$ cat config.mk
export PLATFORM = sky130hd
export DESIGN_NAME = count_pulse_gen_flat
export DESIGN_NICKNAME = d
export VERILOG_FILES = /design/src/rtl/count_pulse_gen_if.sv /design/src/rtl/count_pulse_gen.sv /design/src/flat_wrapper.sv
export SDC_FILE = /design/constraint.sdc
export NUM_CORES = 1
export LEC_CHECK = 0
export BUFFER_PORTS_ARGS = -buffer_cell sky130_fd_sc_hd__buf_2
export CORE_MARGIN = 3
export CORE_UTILIZATION = 45
export CTS_BUF_LIST = sky130_fd_sc_hd__clkbuf_8
export CTS_CLUSTER_DIAMETER = 80
export DETAILED_ROUTE_END_ITERATION = 8
export GPL_TIMING_DRIVEN = 0
export PLACE_DENSITY = 0.74
export SLEW_MARGIN = 40
export SYNTH_ARGS = -nofsm -noshare
export SYNTH_HDL_FRONTEND = slang
export SYNTH_SLANG_ARGS = --single-unit
$ cat constraint.sdc
create_clock -name clk -period 2.4 [get_ports clk]
set_clock_uncertainty 0.1 [all_clocks]
set_input_delay 0.36 -clock clk [delete_from_list [all_inputs] [get_ports clk]]
set_output_delay 0.36 -clock clk [all_outputs]
set_load 0.01 [all_outputs]
$ cat src/rtl/count_pulse_gen_if.sv
// count_pulse_gen_if: control/status bundle between a delay/strobe controller
// and count_pulse_gen.
//   cnt    - delay count loaded on lden (WIDTH bits)
//   pw     - pulse width in cycles, 0 behaves as 1 (PW_WIDTH bits)
//   mode   - 0 one-shot, 1 periodic (sampled with lden)
//   lden   - load/start strobe
//   stop   - synchronous abort
//   pulse  - registered output pulse
//   busy   - generator is counting or pulsing
//   done   - one-cycle strobe at one-shot completion
//   remain - current delay down-counter value
// Modports: master = controller side, slave = generator side.
interface count_pulse_gen_if #(
  parameter int unsigned WIDTH    = 8,
  parameter int unsigned PW_WIDTH = 4
);
  logic [WIDTH-1:0]    cnt;
  logic [PW_WIDTH-1:0] pw;
  logic                mode;
  logic                lden;
  logic                stop;
  logic                pulse;
  logic                busy;
  logic                done;
  logic [WIDTH-1:0]    remain;

  modport master (
    output cnt, pw, mode, lden, stop,
    input  pulse, busy, done, remain
  );

  modport slave (
    input  cnt, pw, mode, lden, stop,
    output pulse, busy, done, remain
  );
endinterface

$ cat src/rtl/count_pulse_gen.sv
// count_pulse_gen: loadable delay/strobe generator.
// A load (lden) latches cnt/pw/mode into shadow registers, counts cnt cycles
// down, then drives pulse high for max(pw,1) cycles. One-shot mode finishes
// with a one-cycle done strobe; periodic mode repeats low-cnt/high-pw until
// stop, rst or a new load. Priority per edge: rst > stop > lden > sequencing.
// Ports:
//   clk  - system clock, rising edge
//   rst  - synchronous active-high reset
//   bus  - count_pulse_gen_if slave modport (cnt, pw, mode, lden, stop in;
//          pulse, busy, done, remain out, all registered)
module count_pulse_gen #(
  parameter int unsigned WIDTH    = 8,
  parameter int unsigned PW_WIDTH = 4
) (
  input  logic             clk,
  input  logic             rst,
  count_pulse_gen_if.slave bus
);

  typedef enum logic [1:0] {
    IDLE  = 2'd0,
    COUNT = 2'd1,
    PULSE = 2'd2
  } state_t;

  state_t              state;

  // Shadow copies of the load-time configuration.
  logic [WIDTH-1:0]    cnt_r;
  logic [PW_WIDTH-1:0] w_r;
  logic                mode_r;

  // Working counters and registered outputs.
  logic [WIDTH-1:0]    remain_r;
  logic [PW_WIDTH-1:0] wcnt;
  logic                pulse_r;
  logic                busy_r;
  logic                done_r;

  // Effective width of the incoming load: a zero width still gives one cycle.
  logic [PW_WIDTH-1:0] pw_eff;

  always_comb begin
    pw_eff = bus.pw;
    if (bus.pw == '0) begin
      pw_eff = PW_WIDTH'(1);
    end
  end

  always_ff @(posedge clk) begin
    if (rst) begin
      state    <= IDLE;
      cnt_r    <= '0;
      w_r      <= '0;
      mode_r   <= 1'b0;
      remain_r <= '0;
      wcnt     <= '0;
      pulse_r  <= 1'b0;
      busy_r   <= 1'b0;
      done_r   <= 1'b0;
    end else begin
      // done is a strobe; only the one-shot completion branch raises it.
      done_r <= 1'b0;

      if (bus.stop) begin
        // Abort leaves the shadow registers untouched.
        state    <= IDLE;
        remain_r <= '0;
        wcnt     <= '0;
        pulse_r  <= 1'b0;
        busy_r   <= 1'b0;
      end else if (bus.lden) begin
        cnt_r  <= bus.cnt;
        w_r    <= pw_eff;
        mode_r <= bus.mode;
        busy_r <= 1'b1;
        if (bus.cnt == '0) begin
          // Zero delay: the pulse starts on the load edge itself, using the
          // incoming width since w_r is only being written this cycle.
          state    <= PULSE;
          remain_r <= '0;
          wcnt     <= pw_eff;
          pulse_r  <= 1'b1;
        end else begin
          state    <= COUNT;
          remain_r <= bus.cnt;
          wcnt     <= '0;
          pulse_r  <= 1'b0;
        end
      end else begin
        case (state)
          IDLE: begin
            remain_r <= '0;
            pulse_r  <= 1'b0;
            busy_r   <= 1'b0;
          end

          COUNT: begin
            // remain holds at 1 on the final count cycle rather than
            // reaching 0; the transition to PULSE happens from 1.
            if (remain_r <= WIDTH'(1)) begin
              state    <= PULSE;
              remain_r <= '0;
              wcnt     <= w_r;
              pulse_r  <= 1'b1;
            end else begin
              remain_r <= remain_r - WIDTH'(1);
            end
          end

          PULSE: begin
            if (wcnt <= PW_WIDTH'(1)) begin
              if (!mode_r) begin
                state   <= IDLE;
                pulse_r <= 1'b0;
                busy_r  <= 1'b0;
                done_r  <= 1'b1;
                wcnt    <= '0;
              end else if (cnt_r != '0) begin
                state    <= COUNT;
                pulse_r  <= 1'b0;
                remain_r <= cnt_r;
                wcnt     <= '0;
              end else begin
                // Periodic with zero delay: pulse stays high, width reloads.
                wcnt <= w_r;
              end
            end else begin
              wcnt <= wcnt - PW_WIDTH'(1);
            end
          end

          default: begin
            state    <= IDLE;
            remain_r <= '0;
            wcnt     <= '0;
            pulse_r  <= 1'b0;
            busy_r   <= 1'b0;
          end
        endcase
      end
    end
  end

  assign bus.pulse  = pulse_r;
  assign bus.busy   = busy_r;
  assign bus.done   = done_r;
  assign bus.remain = remain_r;

endmodule

$ cat src/flat_wrapper.sv
// flat-port wrapper written by rule: the top's interface ports become plain ports
module count_pulse_gen_flat 
#(
  parameter int unsigned WIDTH    = 8,
  parameter int unsigned PW_WIDTH = 4
)
  (clk, rst, bus_cnt, bus_pw, bus_mode, bus_lden, bus_stop, bus_pulse, bus_busy, bus_done, bus_remain);
  count_pulse_gen_if #(.WIDTH(WIDTH), .PW_WIDTH(PW_WIDTH)) bus_i ();
  input  logic clk;
  input  logic rst;
  input wire logic [$bits(bus_i.cnt)-1:0] bus_cnt;
  input wire logic [$bits(bus_i.pw)-1:0] bus_pw;
  input wire logic [$bits(bus_i.mode)-1:0] bus_mode;
  input wire logic [$bits(bus_i.lden)-1:0] bus_lden;
  input wire logic [$bits(bus_i.stop)-1:0] bus_stop;
  output wire logic [$bits(bus_i.pulse)-1:0] bus_pulse;
  output wire logic [$bits(bus_i.busy)-1:0] bus_busy;
  output wire logic [$bits(bus_i.done)-1:0] bus_done;
  output wire logic [$bits(bus_i.remain)-1:0] bus_remain;
  assign bus_i.cnt = bus_cnt;
  assign bus_i.pw = bus_pw;
  assign bus_i.mode = bus_mode;
  assign bus_i.lden = bus_lden;
  assign bus_i.stop = bus_stop;
  assign bus_pulse = bus_i.pulse;
  assign bus_busy = bus_i.busy;
  assign bus_done = bus_i.done;
  assign bus_remain = bus_i.remain;
  count_pulse_gen #(.WIDTH(WIDTH), .PW_WIDTH(PW_WIDTH)) u_core (.clk(clk), .rst(rst), .bus(bus_i));
endmodule
== Word-level counts from Yosys, hierarchy flattened ==
Cells that the tools add are included.
Storage, ports and cells
  register bits after elaboration: 30
  input port bits: 17
  output and inout bits: 11
  logic and storage cells: 72
Cells by class
  $add $sub $neg: 2
  magnitude comparators: 2
  eq/ne operators: 10
  multiplexer cells: 34
  bitwise operators: 3
  reductions and logical operators: 12
Operators with widths (count)
  $mux W8: 6
  $mux W4: 7
  $pmux W8 S2: 1
  $mux W2: 6
  $ne A3 B2 Y1 const B: 4
  $pmux W4 S3: 1
  $mux W1: 10
  $reduce_and A3 Y1: 3
  $le A8 B1 Y1 const B: 1
  $logic_not A8 Y1: 1
  $reduce_bool A8 Y1: 1
  $sub A8 B1 Y8 const B: 1
  $pmux W2 S3: 1
  $reduce_or A5 Y1: 1
  $le A4 B1 Y1 const B: 1
  $logic_not A4 Y1: 1
  $ne A2 B2 Y1 const B: 2
  $ne A4 B4 Y1 const B: 1
  $pmux W1 S2: 2
  $reduce_and A2 Y1: 2
  $reduce_and A4 Y1: 1
  $sub A4 B1 Y4 const B: 1
  $ne A3 B3 Y1 const B: 1
  $not A1 Y1: 3
  other kinds (4): 4

== Depth between registers and ports, before layout ==
Gate-level depths: netlist of run 1.
  depth in word-level cells: 6
  gate-level depth with buffers: 8
  gate-level depth less buffers: 7

== Worst setup path after synthesis of run 1 ==
No wires, ideal clock.
  kind: reg-to-reg
  start point: register u_core.remain_r[0], in the netlist u_core.bus.remain[0]
  end point: register u_core.remain_r[7], in the netlist u_core.bus.remain[7]
  setup time: 0.071 ns
  arrival: 1.805 ns
  data required time: 2.229 ns
  path slack: 0.424 ns
  stages on the path, launching flop included: 8
  buffers on the path: 0
  period minus slack after synthesis: 1.976 ns
  cell sequence: dfxtp_1 inv_1 ha_1 or2_1 or4_1 nor4_1 o21ai_1 a21oi_1
On the way
  cells in the longest elaborated chain, start to end: 4
  elaborated cells between the ends (all ways): 5
  classes of those cells: 1 x add/sub; 1 x order compare; 3 x mux
Ends and longest elaborated chain
  from (decl): line count_pulse_gen.sv:34  | logic [WIDTH-1:0] remain_r;
  from (signal assigned): line count_pulse_gen.sv:86  | remain_r <= bus.cnt;
  from (signal assigned): line count_pulse_gen.sv:107  | remain_r <= remain_r - WIDTH'(1);
  from (signal assigned): line count_pulse_gen.sv:122  | remain_r <= cnt_r;
  $sub A8 B1 Y8 / $le A8 B1 Y1 (equally long branches): line count_pulse_gen.sv:107, count_pulse_gen.sv:101
  $mux W8 (*): line count_pulse_gen.sv:101  | if (remain_r <= WIDTH'(1)) begin
  $pmux W8 S2 (*): line count_pulse_gen.sv:91  | case (state)
  $mux W8 (*): line count_pulse_gen.sv:72  | end else if (bus.lden) begin
Every way passes the cells marked *; elsewhere a longest branch is shown, timed or not.
A chain may end at the register's enable or synchronous reset.

== Worst setup path in the final report of run 1 ==
Ends and elaborated chain as after synthesis.

==> results_dict.tcl, run 1 <==
set metrics [dict create \
    final_nets 297 \
    synth-seq-cells 30 \
    p_sw_mw 0.335 \
    cts_resized 0 \
    postSynthAreaPerCell_um2 7.64 \
    portBuffers 27 \
    yosys_warnings 0 \
    crit_buf_inv 1 \
    grt_overflow 0 \
    cts_tree "built" \
    antenna_found_initial 0 \
    grt_max_degree 11 \
    drc 0 \
    max_slew.worst_pin.slew_ps 540 \
    boundaryPins 28 \
    syn_nets 263 \
    area_growth_pct 15.7 \
    period_needed_ps 2140 \
    status "finished clean" \
    clock_path_buffers 2 \
    grt_pass1_wl_mm 7.80 \
    peakVddDrop_v 0.000366 \
    post-route-period-util 0.890 \
    endpoint_kind "register" \
    drtPass1Iterations 5 \
    cellLeakagePower_nw 0.815 \
    arrival_ps 2260 \
    htree_levels 2 \
    rsz0062_at_grt "false" \
    die_w_um 69.7 \
    coreArea_mm2 0.00377 \
    crit_required_ps 2520 \
    drive_above_1_share 0.193 \
    crit_fanout 8 \
    netlist_instances 239 \
    grt_util_all_layers 0.196 \
    clkLatencyLatePin_ps 290 \
    seqPwrFrac 0.467 \
    place_inst 314 \
    instances_no_fill 322 \
    relSlewSlack 0.640 \
    async_flop_share 0 \
    netlist_area_mm2 0.00183 \
    ys_types 49 \
    die-area_mm2 0.00486 \
    die_y_um 69.7 \
    slew_viol_final 0 \
    final.fill_count 361 \
    min_path_type "input port to register" \
    wl_per_cell_um 14.3 \
    diodes 0 \
    path_cells "inv_1 -> ha_1 -> or2_1 -> or4_1 -> nor4_1 -> o21ai_1 -> a21oi_1" \
    cpPeakStageDelay_ps 470 \
    final_antenna_net_count 0 \
    p_clk_frac 0.372 \
    power_per_cell_area_mw_per_mm2 546 \
    cts_sinks 30 \
    internal-power_mw 0.818 \
    synth-edff-count 0 \
    hold_violations 0 \
    drt_iter0_drc 209 \
    cts_buffers 5 \
    fmax_mhz 468 \
    start_kind "register" \
    switching_share 0.291 \
    cts.reportedPaths.clkPinSlew_ps 70 \
    dpl.hpwl_mm 3.44 \
    maxCapViolations 0 \
    setup_viol 0 \
    dr_total_vias 1870 \
    p_total_mw 1.15 \
    critPathKind "register to register" \
    cts_root_buffer "clkbuf_8" \
    synth_ff_type "dfxtp_1" \
    ys_seq_area_frac 0.329 \
    slowest_stage "dfxtp_1" \
    row_count 22 \
    avgViaCountPerCell 5.81 \
    combPwrFrac 0.162 \
    cts_setup_buffers 0 \
    grt_pass1_vias 1666 \
    wl_mm 4.60 \
    preCtsSetupSlack_ps 308 \
    crit_family "simple AND/OR/NAND/NOR gates" \
    finalSetupTns_ps 0 \
    gp_congestion 0.862 \
    initial_core_util 0.484 \
    cts_hold_buffers 0 \
    fin_ws_ps 264 \
]
## power by group through the flow
stage	clock network [mW]	registers [mW]	logic [mW]
after detailed placement	0	0.549	0.184
after global routing	0.452	0.542	0.207
after global placement	0	0.548	0.183
final	0.428	0.538	0.186
after CTS	0.435	0.538	0.186
after floorplan	0	0.546	0.127
## registers in the layout (all words and copies together) (netlist names)
name	count
u_core.cnt_r	8
u_core.mode_r	1
u_core.bus.remain	8
u_core.bus.pulse	1
u_core.state	2
u_core.w_r	4
u_core.wcnt	4
u_core.bus.done	1
u_core.bus.busy	1
## cell families (layout without fill, tap and decap cells)
logic type | after synthesis | after routing | synth area share
and+or+nand+nor | 104 | 104 | 0.297
AOI/OAI and AO/OA | 77 | 77 | 0.269
DFF | 30 | 30 | 0.329
buffers and inverters | 19 | 54 | 0.0452
adders and majority gates | 7 | 7 | 0.0480
muxes | 2 | 2 | 0.0117
## Yosys cell counts (3+ instances only)
cell type,count,share of area
dfxtp_1,30,0.33
nor2_1,15,0.031
nand2_1,38,0.078
o21ai_0,13,0.036
nor3_1,10,0.027
ha_1,7,0.048
clkbuf_1,6,0.012
a21oi_1,24,0.066
a21o_1,3,0.012
buf_2,3,0.0082
nand2b_1,4,0.014
nor4_1,7,0.024
a22oi_1,3,0.012
nor4_2,3,0.021
a31oi_1,6,0.021
inv_1,9,0.019
nor2b_1,3,0.010
o21ai_1,10,0.027
nand3_1,7,0.019
## worst paths after layout
| path | end | start | slack, ps | depth (start not counted) |
|---|---|---|---|---|
| max | u_core.bus.remain[7] | u_core.bus.remain[0] | 260 | 7 |
| min | u_core.w_r[3] | rst | 190 | 2 |
| max reg2reg | u_core.bus.remain[7] | u_core.bus.remain[0] | 260 | 7 |
| min reg2reg | u_core.w_r[2] | u_core.w_r[2] | 370 | 2 |
## area by class of cell
cell class | instances | area [um2] | area share
well taps | 48 | 60.1 | 0.0284
flip-flops and latches | 30 | 601 | 0.284
inverters | 9 | 33.8 | 0.0160
repair buffers | 27 | 135 | 0.0640
multi-input cells | 190 | 1140 | 0.541
clock buffers | 6 | 82.6 | 0.0391
plain buffers | 10 | 48.8 | 0.0231
clock inverters | 2 | 8.76 | 0.00415
## layer usage
metal	track usage	vias to the layer above	wire length (um)
met2	0.303	71	2020
met4	0.0574	0	63
li1	-	940	-
met5	0	-	0
met1	0.267	852	2130
met3	0.0551	7	380
## layout by cell type (no fill, tap or decap), types with 4 or more instances in the layout
| cell | Yosys | final |
|---|---|---|
| a21oi_1 | 24 | 24 |
| a31oi_1 | 6 | 6 |
| buf_2 | 3 | 30 |
| clkbuf_1 | 6 | 6 |
| clkbuf_8 | 0 | 6 |
| dfxtp_1 | 30 | 30 |
| ha_1 | 7 | 7 |
| inv_1 | 9 | 10 |
| nand2_1 | 38 | 38 |
| nand2b_1 | 4 | 4 |
| nand3_1 | 7 | 7 |
| nor2_1 | 15 | 15 |
| nor3_1 | 10 | 10 |
| nor4_1 | 7 | 7 |
| o21ai_0 | 13 | 13 |
| o21ai_1 | 10 | 10 |
## stage by stage
step	utilization	hold WS (ps)	instance area, um2
after floorplan	-	329	1830
after global placement	0.536	356	2020
after detailed placement	0.536	366	2020
after CTS	0.560	187	2110
after global routing	0.560	202	2110
final	0.560	194	2110
Power figures use the tool's default switching activity.
==> run 2: changes to the inputs <==
- CORE_ASPECT_RATIO: unset -> 0.8
- SLEW_MARGIN: 40 -> 10
==> results_dict.tcl, run 2 (synthesized netlist as in run 1, its figures left out) <==
set metrics [dict create \
    critPathKind "register to register" \
    clock_path_buffers 2 \
    drive_above_1_share 0.197 \
    die-area_mm2 0.00486 \
    fmax_mhz 467 \
    grt_pass1_wl_mm 8.18 \
    final_common_cell "nand2_1" \
    die_y_um 63.0 \
    setup_viol 0 \
    status "finished clean" \
    clkLatencyLatePin_ps 280 \
    cts_tree "built" \
    final_cell_mix "nand2_1, buf_2, dfxtp_1, a21oi_1, nor2_1" \
    arrival_ps 2250 \
    period_needed_ps 2140 \
    peakVddDrop_v 0.000424 \
    post-route-period-util 0.892 \
    max_slew.worst_pin.slew_ps 525 \
    drt_iter0_drc 161 \
    cellLeakagePower_nw 0.810 \
    relSlewSlack 0.650 \
    rsz0062_at_grt "false" \
    drtPass1Iterations 4 \
    path_cells "inv_1 -> ha_1 -> or2_1 -> or4_1 -> nor4_1 -> o21ai_1 -> a21oi_1" \
    die_w_um 77.2 \
    cts_buffers 5 \
    dpl.hpwl_mm 3.58 \
    min_path_type "input port to register" \
    wl_mm 4.74 \
    row_count 20 \
    crit_fanout 8 \
    crit_required_ps 2510 \
    portBuffers 27 \
    cts.reportedPaths.clkPinSlew_ps 70 \
    grt_pass1_vias 1706 \
    final_antenna_net_count 0 \
    maxCapViolations 0 \
    crit_buf_inv 1 \
    finalSetupTns_ps 0 \
    cts_resized 0 \
    coreArea_mm2 0.00385 \
    wl_per_cell_um 14.4 \
    initial_core_util 0.474 \
    grt_max_degree 11 \
    antenna_found_initial 0 \
    grt_util_all_layers 0.208 \
    cts_root_buffer "clkbuf_8" \
    cts_hold_buffers 0 \
    hold_violations 0 \
    endpoint_kind "register" \
    power_per_cell_area_mw_per_mm2 543 \
    slew_viol_final 0 \
    drc 0 \
    area_growth_pct 16.4 \
    crit_family "simple AND/OR/NAND/NOR gates" \
    boundaryPins 28 \
    fin_hold_ws_ps 200 \
    gp_congestion 0.842 \
    cpPeakStageDelay_ps 470 \
    diodes 0 \
    grt_overflow 0 \
    dr_total_vias 1857 \
    cts_setup_buffers 0 \
    final_nets 297 \
    avgViaCountPerCell 5.64 \
    cts_sinks 30 \
    start_kind "register" \
    slowest_stage "dfxtp_1" \
    htree_levels 2 \
]
## run 2: changes by cell type in the layout (fill, tap and decap cells not counted), sizes merged
cell	previous run	this run
inv	10	9
clkinvlp	0	1
## run 2: path summary, 6_finish.rpt
| kind | slack (ps) | depth (start not counted) | start | endpoint |
|---|---|---|---|---|
| min reg2reg | 390 | 2 | u_core.w_r[2] | u_core.w_r[2] |
| max reg2reg | 260 | 7 | u_core.bus.remain[0] | u_core.bus.remain[7] |
| min | 200 | 2 | rst | u_core.w_r[1] |
| max | 260 | 7 | u_core.bus.remain[0] | u_core.bus.remain[7] |
## run 2: power breakdown
part	internal [mW]	switching, mW	leakage (nW)
registers	0.518	0.0213	0.245
logic	0.0739	0.115	0.518
clock network	0.230	0.197	0.0472
total	0.822	0.333	0.810
## run 2: cell type report
type                            count  area [um2]
Fill cell                         391        1730
Multi-Input combinational cell    190        1140
Sequential cell                    30         601
Timing Repair Buffer               27         135
Clock buffer                        6        82.6
Tap cell                           55        68.8
Buffer                             10        48.8
Inverter                            9        33.8
Clock inverter                      2        12.5
## run 2: stage by stage
| stage | util | area [um2] | worst slack, ps | cells | total power [mW] |
|---|---|---|---|---|---|
| floorplan | - | 1830 | 424 | 239 | 0.674 |
| global placement | 0.527 | 2030 | 333 | 321 | 0.732 |
| detailed placement | 0.527 | 2030 | 279 | 321 | 0.735 |
| CTS | 0.551 | 2120 | 266 | 329 | 1.16 |
| global route | 0.551 | 2120 | 109 | 329 | 1.22 |
| finish | 0.551 | 2120 | 259 | 329 | 1.15 |
## run 2: layer usage
| layer | track usage | wire length [um] | vias to the layer above | share of wire |
|---|---|---|---|---|
| li1 | - | - | 944 | - |
| met1 | 0.308 | 2430 | 865 | 0.51 |
| met4 | 0.0556 | 37 | 0 | 0.0078 |
| met3 | 0.0548 | 237 | 6 | 0.050 |
| met5 | 0 | 0 | - | 0 |
| met2 | 0.294 | 2040 | 42 | 0.43 |
